`src/rtl/dff_share_arbiter_pkg.sv`:
```
// Shared types, defaults and the round-robin pick helper for dff_share_arbiter.
package dff_share_pkg;

    localparam int unsigned DEF_N_REQ    = 4;
    localparam int unsigned DEF_WIDTH    = 8;
    localparam int unsigned DEF_MAX_HOLD = 4;
    // Upper bound on requesters; the pick helper works on a vector this wide.
    localparam int unsigned MAX_REQ      = 8;

    typedef enum logic [1:0] {
        IDLE  = 2'd0,
        GRANT = 2'd1,
        GAP   = 2'd2
    } state_t;

    typedef struct packed {
        logic       found;
        logic [2:0] idx;
    } rr_pick_t;

    // First set bit of req at or after ptr, wrapping modulo n.
    function automatic rr_pick_t rr_first_from(input logic [MAX_REQ-1:0] req,
                                               input int unsigned n,
                                               input int unsigned ptr);
        rr_pick_t    r;
        int unsigned k;
        r = '0;
        for (int unsigned i = 0; i < MAX_REQ; i++) begin
            if (i < n) begin
                k = (ptr + i) % n;
                if (!r.found && req[k]) begin
                    r.found = 1'b1;
                    r.idx   = 3'(k);
                end
            end
        end
        return r;
    endfunction

endpackage

```
`src/rtl/dff_share_arbiter_if.sv`:
```
// Requester/consumer bus of the shared-word arbiter.
// master: requester side (drives req/wdata); slave: the arbiter.
interface dff_share_arbiter_if
    import dff_share_pkg::*;
#(
    parameter int unsigned N_REQ = DEF_N_REQ,
    parameter int unsigned WIDTH = DEF_WIDTH
) ();

    logic [N_REQ-1:0]       req;
    logic [N_REQ*WIDTH-1:0] wdata;
    logic [N_REQ-1:0]       grant;
    logic [WIDTH-1:0]       q;
    logic                   busy;
    logic                   timeout;

    modport master (output req, wdata, input grant, q, busy, timeout);
    modport slave  (input req, wdata, output grant, q, busy, timeout);

endinterface

```
`src/rtl/dff_share_arbiter_dff_word.sv`:
```
// WIDTH-bit register with synchronous active-high reset and load enable.
module dff_word #(
    parameter int unsigned WIDTH = 8
) (
    input  logic             clk,
    input  logic             rst,
    input  logic             load_i,
    input  logic [WIDTH-1:0] d_i,
    output logic [WIDTH-1:0] q_o
);

    logic [WIDTH-1:0] word_q;

    // Reset clears the word; otherwise load when enabled, else hold.
    always_ff @(posedge clk) begin
        if (rst) begin
            word_q <= '0;
        end else if (load_i) begin
            word_q <= d_i;
        end
    end

    assign q_o = word_q;

endmodule

```
`src/rtl/dff_share_arbiter.sv`:
```
// Round-robin arbiter sharing one WIDTH-bit register among N_REQ writers.
// Optional hold limit: define DFF_SHARE_TIMEOUT_EN to revoke a grant after
// MAX_HOLD cycles and pulse timeout; undefined, a grant lasts while req holds.
module dff_share_arbiter
    import dff_share_pkg::*;
#(
    parameter int unsigned N_REQ    = DEF_N_REQ,
    parameter int unsigned WIDTH    = DEF_WIDTH,
    parameter int unsigned MAX_HOLD = DEF_MAX_HOLD
) (
    input logic               clk,
    input logic               rst,
    dff_share_arbiter_if.slave bus
);

    localparam int unsigned IW = (N_REQ > 1) ? $clog2(N_REQ) : 1;

    state_t           state_q,   state_d;
    logic [N_REQ-1:0] grant_q,   grant_d;
    logic [IW-1:0]    gidx_q,    gidx_d;
    logic [IW-1:0]    ptr_q,     ptr_d;
    logic             timeout_q, timeout_d;

    logic [MAX_REQ-1:0] req_ext;
    rr_pick_t           pick;
    logic               req_granted;
    logic               load_en;
    logic               hold_expire;
    logic [IW-1:0]      ptr_after;
    logic [WIDTH-1:0]   wdata_sel;
    logic [WIDTH-1:0]   slice_masked [N_REQ];

    // Grant is one-hot, so the write mux is an AND-OR of masked slices.
    for (genvar gi = 0; gi < N_REQ; gi++) begin : g_mux
        assign slice_masked[gi] = grant_q[gi] ? bus.wdata[gi*WIDTH +: WIDTH] : '0;
    end

    // Combine masked slices and pick the next winner from the pointer.
    always_comb begin
        wdata_sel = '0;
        for (int i = 0; i < N_REQ; i++) begin
            wdata_sel = wdata_sel | slice_masked[i];
        end
        req_ext              = '0;
        req_ext[N_REQ-1:0]   = bus.req;
        pick                 = rr_first_from(req_ext, N_REQ, int'(ptr_q));
    end

    assign req_granted = |(grant_q & bus.req);
    assign load_en     = (state_q == GRANT) && req_granted;
    assign ptr_after   = (gidx_q == IW'(N_REQ - 1)) ? '0 : gidx_q + 1'b1;

`ifdef DFF_SHARE_TIMEOUT_EN
    localparam int unsigned HW = $clog2(MAX_HOLD + 1);

    logic [HW-1:0] hold_q, hold_d;

    // The MAX_HOLD-th grant cycle still loads, then the grant is revoked.
    assign hold_expire = (int'(hold_q) + 1 >= int'(MAX_HOLD));

    // Hold counter: zero on grant issue, count GRANT cycles, saturate.
    always_comb begin
        hold_d = hold_q;
        if (state_q == IDLE && pick.found) begin
            hold_d = '0;
        end else if (state_q == GRANT && hold_q != HW'(MAX_HOLD)) begin
            hold_d = hold_q + 1'b1;
        end
    end

    // Hold counter register.
    always_ff @(posedge clk) begin
        if (rst) begin
            hold_q <= '0;
        end else begin
            hold_q <= hold_d;
        end
    end
`else
    assign hold_expire = 1'b0;
`endif

    // Arbiter FSM next state, grant, pointer and timeout pulse.
    always_comb begin
        state_d   = state_q;
        grant_d   = grant_q;
        gidx_d    = gidx_q;
        ptr_d     = ptr_q;
        timeout_d = 1'b0;
        case (state_q)
            IDLE: begin
                if (pick.found) begin
                    state_d                   = GRANT;
                    grant_d                   = '0;
                    grant_d[pick.idx[IW-1:0]] = 1'b1;
                    gidx_d                    = pick.idx[IW-1:0];
                end
            end
            GRANT: begin
                if (!req_granted || hold_expire) begin
                    state_d   = GAP;
                    grant_d   = '0;
                    ptr_d     = ptr_after;
                    timeout_d = req_granted & hold_expire;
                end
            end
            GAP: begin
                state_d = IDLE;
            end
            default: begin
                state_d = IDLE;
                grant_d = '0;
            end
        endcase
    end

    // Arbiter state registers.
    always_ff @(posedge clk) begin
        if (rst) begin
            state_q   <= IDLE;
            grant_q   <= '0;
            gidx_q    <= '0;
            ptr_q     <= '0;
            timeout_q <= 1'b0;
        end else begin
            state_q   <= state_d;
            grant_q   <= grant_d;
            gidx_q    <= gidx_d;
            ptr_q     <= ptr_d;
            timeout_q <= timeout_d;
        end
    end

    dff_word #(.WIDTH(WIDTH)) u_word (
        .clk    (clk),
        .rst    (rst),
        .load_i (load_en),
        .d_i    (wdata_sel),
        .q_o    (bus.q)
    );

    assign bus.grant   = grant_q;
    assign bus.busy    = (state_q != IDLE);
    assign bus.timeout = timeout_q;

endmodule
```
`src/flat_wrapper.sv`:
```
// flat-port wrapper written by rule: the top's interface ports become plain ports
module dff_share_arbiter_flat import dff_share_pkg::*;
#(
    parameter int unsigned N_REQ    = DEF_N_REQ,
    parameter int unsigned WIDTH    = DEF_WIDTH,
    parameter int unsigned MAX_HOLD = DEF_MAX_HOLD
)
  (clk, rst, bus_req, bus_wdata, bus_grant, bus_q, bus_busy, bus_timeout);
  dff_share_arbiter_if #(.N_REQ(N_REQ), .WIDTH(WIDTH)) bus_i ();
  input logic clk;
  input logic rst;
  input wire logic [$bits(bus_i.req)-1:0] bus_req;
  input wire logic [$bits(bus_i.wdata)-1:0] bus_wdata;
  output wire logic [$bits(bus_i.grant)-1:0] bus_grant;
  output wire logic [$bits(bus_i.q)-1:0] bus_q;
  output wire logic [$bits(bus_i.busy)-1:0] bus_busy;
  output wire logic [$bits(bus_i.timeout)-1:0] bus_timeout;
  assign bus_i.req = bus_req;
  assign bus_i.wdata = bus_wdata;
  assign bus_grant = bus_i.grant;
  assign bus_q = bus_i.q;
  assign bus_busy = bus_i.busy;
  assign bus_timeout = bus_i.timeout;
  dff_share_arbiter #(.N_REQ(N_REQ), .WIDTH(WIDTH), .MAX_HOLD(MAX_HOLD)) u_core (.clk(clk), .rst(rst), .bus(bus_i));
endmodule
```
`config.mk`:
```
export PLATFORM = sky130hd
export DESIGN_NAME = dff_share_arbiter_flat
export DESIGN_NICKNAME = d
export VERILOG_FILES = /design/src/rtl/dff_share_arbiter_pkg.sv /design/src/rtl/dff_share_arbiter_if.sv /design/src/rtl/dff_share_arbiter_dff_word.sv /design/src/rtl/dff_share_arbiter.sv /design/src/flat_wrapper.sv
export SDC_FILE = /design/constraint.sdc
export NUM_CORES = 1
export LEC_CHECK = 0
export BUFFER_PORTS_ARGS = -buffer_cell sky130_fd_sc_hd__buf_2
export CAP_MARGIN = 20
export CORE_UTILIZATION = 44
export CTS_CLUSTER_DIAMETER = 60
export CTS_CLUSTER_SIZE = 10
export DETAILED_ROUTE_END_ITERATION = 12
export MAX_ROUTING_LAYER = met4
export PLACE_DENSITY = 0.83
export SLEW_MARGIN = 30
export SYNTH_ARGS = -nofsm -noshare
export SYNTH_HDL_FRONTEND = slang
export SYNTH_SLANG_ARGS = --single-unit
```
`constraint.sdc`:
```
create_clock -name clk -period 1.5 [get_ports clk]
set_input_delay 0.225 -clock clk [delete_from_list [all_inputs] [get_ports clk]]
set_output_delay 0.225 -clock clk [all_outputs]
set_load 0.01 [all_outputs]
```
Yosys cells after proc, flatten, opt, wreduce, memory -nomap -nowiden. Cells that the tools add are included. Widths: inputs -> output; s select.

Register bits after elaboration: 18. Input bits: 38.

Add/subtract/negate cells: 4. Bitwise operators: 6. Muxes and demuxes: 25. Magnitude comparators: 6. Reduce and logical (&&, ||, !) cells: 15. Equal/unequal tests: 5.

Operator list (number): $mux 8 (4); $mux 4 (6); $or 8x8->8 (3); $lt 2x4->1 const B (4); $pmux 4 s3 (1); $bmux 1 s2 (4); $mux 2 (3); $reduce_and 2->1 (3); $logic_and 1x1->1 (5); $mux 1 (5); $add 2x1->2 const B (2); $add 2x2->2 const B (2); $and 4x4->4 (1); $eq 2x2->1 const B (2); $pmux 2 s2 (1); $reduce_or 4->1 (1); $logic_not 1->1 (3); $lt 2x3->1 const B (1); $reduce_and 3->1 (1); $demux 1 s2 (1); $eq 2x1->1 const B (1); $ge 2x1->1 const B (1); $logic_not 2->1 (1); $ne 2x1->1 const B (1); 3 further kinds (4).

Logic depth before layout (Yosys ltp). Gate-level depths: netlist of the first run.

Word-level depth: 18. Depth in mapped cells: 6.

Cells and area by module. From an unflattened synthesis of the first run, not the netlist that was laid out.

Cells, all modules: 115. Area total of the unflattened synthesis: 991.0 um^2.

Modules (own cells, without submodules): dff_share_arbiter (instances 1, cells an instance 89, area an instance 705.7 um^2, sequential area each 200.2 um^2); dff_word (instances 1, cells an instance 26, area an instance 285.3 um^2, sequential area each 160.2 um^2).

Least setup slack after synthesis of the first run. Ideal clock, no wire load.

Kind: flip-flop to flip-flop. From: register u_core.grant_q[0], in the netlist u_core.bus.grant[0]. To: register u_core.u_word.word_q[5], in the netlist u_core.u_word.q_o[5]. Path buffers: 2. Setup slack: 124 ps. Arrival: 1288 ps. Stages on the path, launching flop included: 7. Setup time: 88 ps. Period minus slack after synthesis: 1376 ps. Path through: dfxtp_1 -> buf_2 -> a22oi_4 -> a21boi_4 -> buf_6 -> nor2_1 -> a311oi_2.

Word-level cells in the longest chain between the ends: 4. Elaborated cells between the ends (all ways): 7. Classes of those cells: 1 x mux; 4 x bitwise; 2 x reduce/logical.

Ends and longest elaborated chain: start, declared (RTL line dff_share_arbiter.sv:19) `logic [N_REQ-1:0] grant_q, grant_d;`; start signal, assigned (RTL line dff_share_arbiter.sv:127) `grant_q <= grant_d;`; $mux 8 (RTL line dff_share_arbiter.sv:35) `assign slice_masked[gi] = grant_q[gi] ? bus.wdata[gi*WIDTH +: WIDTH] : '0;`; $or 8x8->8 (3 in series) (RTL line dff_share_arbiter.sv:42) `wdata_sel = wdata_sel | slice_masked[i];`; end signal, assigned (RTL line dff_share_arbiter_dff_word.sv:19) `word_q <= d_i;`; end, declared (RTL line dff_share_arbiter_dff_word.sv:12) `logic [WIDTH-1:0] word_q;`.

Several ways; a longest one is shown, not always the timed one. A chain may end at the register's enable or synchronous reset.

Worst setup path after layout of the first run.
From: register u_core.ptr_q[1]. To: register u_core.grant_q[0], in the netlist u_core.bus.grant[0].

Word-level cells in the longest chain between the ends: 18. Elaborated cells between the ends (all ways): 30. Classes of those cells: 3 x add/sub; 2 x order compare; 1 x eq/ne; 16 x mux; 8 x reduce/logical.

Ends and longest elaborated chain: start, declared (RTL line dff_share_arbiter.sv:21) `logic [IW-1:0] ptr_q, ptr_d;`; start signal, assigned (RTL line dff_share_arbiter.sv:129) `ptr_q <= ptr_d;`; branches (longest 11 deep; another with $add 2x1->2); $mux 4 * (RTL line dff_share_arbiter_pkg.sv:31) `if (!r.found && req[k]) begin`; $lt 2x3->1 (not written as such) or $ge 2x1->1 (tied branches) (RTL line dff_share_arbiter.sv:95) `grant_d[pick.idx[IW-1:0]] = 1'b1;`; $logic_and 1x1->1 (not written as such) (RTL line dff_share_arbiter.sv:95); $mux 1 (not written as such) (RTL line dff_share_arbiter.sv:95); $demux 1 s2; $mux 4 (RTL line dff_share_arbiter.sv:92) `if (pick.found) begin`; $pmux 4 s3 (RTL line dff_share_arbiter.sv:90) `case (state_q)`.

Mark *: on every way between the ends. The select of a mux whose other input is x is not followed.

==> out/qor.yml, run 1 <==
overflow: 0
via_per_inst: 5.79
num_io_pins: 52
wl_per_cell_microns: 15.2
die_w_microns: 49.3
n_antenna_cell: 0
busiest_layer: "met2"
final.setup.tns_ps: 0
status: "completed"
drt_iter0_markers: 39
yosys.area_share.simple: 0.140
drive_gt1_frac: 0.448
yosys.area_share.xor_xnor: 0
met1_usage: 0.281
fin_crit_sh: 0.947
syn_to_final_growth_pct: 32.0
cp-start-kind: "flop"
num_vias: 1048
ys_warn_count: 0
synth_top_family_by_area: "compound AO/OA/AOI/OAI gates"
synth_nets: 142
setup_viol: 0
powerDensity_nw_per_um2: 890
met2_usage: 0.411
final.setup_skew_ps: 2.93
holdPathStages: 2
ir_drop_mv: 0.567
max_freq_mhz: 704
port_buffers: 50
final_area_sq_um: 1300
path_max_fanout: 8
place_area_sq_um: 1260
leakagePower_nw: 0.574
finalNetCount: 195
dieArea_sq_um: 2430
row_count: 16
synthCells: 103
cts_made_buffers: 3
yosysSeqAreaShare: 0.366
period_minus_slack_ps: 1420
grt_max_degree: 17
path_delay_family: "simple AND/OR/NAND/NOR gates"
clkSlewWorstSetupHoldPaths_ps: 100
synthMuxAreaShare: 0.0203
clkSinkCount: 18
r2r_cells: 4
cpMaxStageDelayCell: "dfxtp_2"
syn_area_per_cell_sq_um: 9.56
slowest_delay_ps: 410
hold_violations: 0
required_ps: 1700
final_util: 0.637
critPathArrivalTime_ps: 1620
antenna_left: 0
clk_latency_ps: 300
rsz0062_at_grt: "no"
num-fill-cells: 172
worstHoldPathType: "in -> reg"
clock-root-buffer: "clkbuf_4"
setup_ws_ps: 79.7
place_congestion: 0.885
synth_fa_ha_area_frac: 0.0127
track_usage: 0.243
dp_slack_ps: 48.2
drtPass1Iterations: 4
end_kind: "flop"
critPathBufInv: 0
post-route-drc-count: 0
regArea_sq_um: 362
setup.worst_path.class: "reg -> reg"
maxCapViolCount: 0
grt_pass1_wl_mm: 4.37
worstPathCellList: "mux2i_1 > nor2_1 > or3_1 > a32o_1"
clk_path_buf_depth: 2
initial_core_util: 0.482
grt_pass1_vias: 983
multi_input_area_sq_um: 571
antenna_found_initial: 0
htree_levels: 1
gr-usage-met3: 0.0530
tritoncts: "yes"
cp.depth: 4
ys_seq_elements: 18
routed_wl_mm: 2.74
synth_cell_types: 33
syn_area_sq_um: 985
core_sq_um: 2040
die_y_microns: 49.3
hpwlAfterDp_mm: 2.12
slew_viol_final: 0
synth_compound_area_frac: 0.403
[worst register-to-register path: cells and delay by family, from the launching register on]
kind | cells | cell delay [ps]
and+or+nand+nor | 2 | 450
DFF | 1 | 410
AOI/OAI and AO/OA | 1 | 240
muxes | 1 | 220
[layout by cell type, fill, tap and decap left out, drive strengths merged]
cell type,netlist,layout
buf,7,56
dfxtp,18,18
a22oi,18,18
nor2,14,14
a311oi,8,8
a21oi,7,7
a32o,4,4
nand2,3,3
clkbuf,1,3
or2,2,2
mux2i,2,2
or3,2,2
nor2b,2,2
nand2b,1,1
inv,1,1
o21a,1,1
o22a,1,1
nor4,1,1
a21bo,1,1
o21bai,1,1
nor3,1,1
o22ai,1,1
a21boi,1,1
nand3,1,1
o221ai,1,1
a22o,1,1
ha,1,1
conb,1,1
[path summary, 6_finish.rpt]
path / startpoint / to / slack [ps]
worst max-delay path: u_core.ptr_q[1] / u_core.bus.grant[0] / 80
worst min-delay path: rst / u_core.ptr_q[1] / 280
worst max register to register: u_core.ptr_q[1] / u_core.bus.grant[0] / 80
worst min register to register: u_core.gidx_q[1] / u_core.gidx_q[1] / 480
[per-stage QoR]
step	power [mW]	instances	hold slack, ps
after detailed placement	0.909	177	469
final	1.16	181	279
after floorplan	0.772	103	297
after global placement	0.897	177	459
after CTS	1.15	180	278
after global routing	1.21	181	292
[cell usage after synthesis]
library cell / n / area, sq um
a22o_1: 1 / 8.76
a22oi_1: 16 / 120
ha_1: 1 / 12.5
o221ai_1: 1 / 8.76
buf_2: 4 / 20.0
a22oi_4: 2 / 42.5
a311oi_2: 2 / 30.0
dfxtp_1: 18 / 360
clkbuf_1: 1 / 3.75
o21a_1: 1 / 7.51
o22ai_1: 1 / 6.26
a21oi_1: 7 / 35.0
nand3_2: 1 / 10.0
nor2_2: 1 / 6.26
a21boi_4: 1 / 18.8
or2_1: 2 / 12.5
nand2_1: 3 / 11.3
nor4_2: 1 / 12.5
o22a_1: 1 / 8.76
nor2b_1: 2 / 12.5
inv_1: 1 / 3.75
a311oi_1: 6 / 52.6
nor3_1: 1 / 5.00
mux2i_1: 2 / 20.0
nor2_1: 13 / 48.8
o21bai_1: 1 / 7.51
or3_1: 2 / 12.5
a21bo_2: 1 / 10.0
a32o_1: 4 / 40.0
buf_4: 2 / 15.0
buf_6: 1 / 11.3
conb_1: 1 / 3.75
nand2b_1: 1 / 6.26
[power breakdown]
group | total [mW] | switching (mW) | internal, mW | leakage, nW
clock network | 0.247 | 0.153 | 0.0940 | 0.0138
registers | 0.552 | 0.0322 | 0.520 | 0.147
logic | 0.358 | 0.186 | 0.172 | 0.413
total | 1.16 | 0.371 | 0.786 | 0.574
[registers in the layout (all words and copies together), names as in the netlist]
signal             cells
u_core.ptr_q           2
u_core.u_word.q_o      8
u_core.bus.grant       4
u_core.gidx_q          2
u_core.state_q         2
[routing by layer]
layer | vias to the layer above | routed length (microns)
met5 | - | 0
met4 | 0 | 48
met3 | 8 | 181
met2 | 43 | 1390
met1 | 491 | 1120
li1 | 506 | -
[cell type report]
type                            instances  share of cell area
Inverter                                1             0.00289
Timing Repair Buffer                   56               0.237
Tap cell                               27              0.0260
Clock buffer                            3              0.0173
Multi-Input combinational cell         76               0.439
Sequential cell                        18               0.278
[cell families (layout without fill, tap and decap cells)]
kind of cell / Yosys count / count (layout)
adders and majority gates: 1 / 1
other: 1 / 1
DFF: 18 / 18
buffers and inverters: 9 / 60
and+or+nand+nor: 27 / 27
muxes: 2 / 2
AOI/OAI and AO/OA: 45 / 45
[what timing repair did]
| item | in CTS | in global routing |
|---|---|---|
| resized for setup | 0 | 1 |
| hold endpoints to repair | 0 | 0 |
| endpoints found under the setup margin | 0 | 10 |
| buffers inserted | 0 | 1 |
| hold buffers | 0 | 0 |
Power figures use the tool's default switching activity.
==> run 2: changes to the inputs <==
--- a/config.mk
+++ b/config.mk
@@ -7,12 +7,13 @@
 export LEC_CHECK = 0
 export BUFFER_PORTS_ARGS = -buffer_cell sky130_fd_sc_hd__buf_2
 export CAP_MARGIN = 20
-export CORE_UTILIZATION = 44
+export CORE_UTILIZATION = 40
 export CTS_CLUSTER_DIAMETER = 60
 export CTS_CLUSTER_SIZE = 10
 export DETAILED_ROUTE_END_ITERATION = 12
+export GPL_TIMING_DRIVEN = 0
 export MAX_ROUTING_LAYER = met4
-export PLACE_DENSITY = 0.83
+export PLACE_DENSITY = 0.77
 export SLEW_MARGIN = 30
 export SYNTH_ARGS = -nofsm -noshare
 export SYNTH_HDL_FRONTEND = slang
==> run 2 against run 1 <==
Sequential share of layout area shrank 1.2 points. Via count is 2.5% higher. Global-route usage shrank 2.0 points. Critical endpoint is now u_core.bus.grant[2].
==> out/qor.yml, run 2 (synthesis results as in run 1) <==
place_congestion: 0.759
cpMaxStageDelayCell: "or3_4"
setup_viol: 0
final_area_sq_um: 1360
num_vias: 1074
fin_crit_sh: 0.947
clock-root-buffer: "clkbuf_4"
cts_hold_buf: 0
layout_common_cells: "50 x buf_2, 17 x dfxtp_1, 16 x a22oi_1"
switching_share: 0.304
via_per_inst: 5.74
finalNetCount: 199
rsz0062_at_grt: "yes"
placed_cells: 181
routed_wl_mm: 2.77
critPathArrivalTime_ps: 1610
max_freq_mhz: 704
final.setup_skew_ps: 5.90
pwr-share-seq: 0.446
syn_to_final_growth_pct: 38.1
clkSlewWorstSetupHoldPaths_ps: 110
status: "completed"
maxCapViolCount: 0
final_common_cell: "buf_2"
initial_core_util: 0.433
pwr-share-clk: 0.244
hpwlAfterDp_mm: 2.19
drt_iter0_markers: 32
drtPass1Iterations: 4
drive_gt1_frac: 0.472
num-fill-cells: 208
worst_pin_slew_ps: 519
dieArea_sq_um: 2660
overflow: 0
hold_violations: 0
clk_path_buf_depth: 2
end_kind: "flop"
slowest_delay_ps: 370
p_comb_frac: 0.310
track_usage: 0.223
grt_max_degree: 11
critPathBufInv: 1
final_cells: 187
tritoncts: "yes"
worstPathCellList: "buf_6 > mux2i_1 > nor2_1 > or3_4 > a32o_1"
antenna_found_initial: 0
post-route-drc-count: 0
die_y_microns: 51.6
place_area_sq_um: 1270
cp-start-kind: "flop"
worstHoldPathType: "in -> reg"
path_max_fanout: 6
n_antenna_cell: 0
htree_levels: 1
maxSlewHeadroom: 0.654
p_int_mw: 0.851
grt_pass1_vias: 911
core_sq_um: 2280
leakagePower_nw: 0.604
port_buffers: 50
num_io_pins: 52
wl_per_cell_microns: 14.8
largest_register_ffs: 8
power.switching_mw: 0.372
required_ps: 1690
cts_made_buffers: 3
clkSinkCount: 18
antenna_left: 0
grt_pass1_wl_mm: 4.29
row_count: 17
slew_viol_final: 0
ir_drop_mv: 0.773
die_w_microns: 51.6
powerDensity_nw_per_um2: 900
clk_latency_ps: 290
path_delay_family: "simple AND/OR/NAND/NOR gates"
period_minus_slack_ps: 1420
setup.worst_path.class: "reg -> reg"
run 2: layout make-up:
type	count	area (sq um)	share of cell area
Buffer	8	67.6	0.0497
Clock buffer	4	36.3	0.0267
Inverter	1	3.75	0.00276
Tap cell	28	35.0	0.0258
Multi-Input combinational cell	76	591	0.434
Timing Repair Buffer	52	265	0.195
Sequential cell	18	362	0.266
run 2: final timing paths:
kind | startpoint | end | slack [ps] | depth (start not counted)
worst min-delay path | rst | u_core.u_word.q_o[2] | 200 | 2
worst min register to register | u_core.gidx_q[1] | u_core.gidx_q[1] | 480 | 2
worst max-delay path | u_core.ptr_q[1] | u_core.bus.grant[2] | 80 | 5
worst max register to register | u_core.ptr_q[1] | u_core.bus.grant[2] | 80 | 5
run 2: metal layers:
layer / GRT usage / part of all wire / vias up
met5: - / 0 / -
met3: 0.0526 / 0.043 / 2
met1: 0.284 / 0.42 / 520
li1: - / - / 515
met4: 0.0270 / 0.0043 / 0
met2: 0.368 / 0.53 / 37
run 2: through the flow:
step	worst slack, ps	power, mW	TNS (ps)	hold WS (ps)	util
2_1_floorplan	124	0.772	0	297	-
3_3_place_gp	46.1	0.894	0	449	0.558
3_5_place_dp	9.38	0.904	0	467	0.558
4_1_cts	2.78	1.21	0	186	0.576
5_1_grt	-4.77	1.29	-4.77	198	0.598
6_report	79.6	1.22	0	195	0.598
run 2: repair_timing:
item,in CTS,in global routing
buffers inserted,0,2
setup endpoints to repair,3,6
resized for setup,2,11
gates cloned,0,0
run 2: power by group through the flow:
stage,logic (mW),clock network (mW),registers (mW)
5_1_grt,0.417,0.324,0.552
2_1_floorplan,0.213,0,0.559
4_1_cts,0.356,0.307,0.543
3_5_place_dp,0.351,0,0.553
3_3_place_gp,0.344,0,0.551
6_report,0.380,0.298,0.546
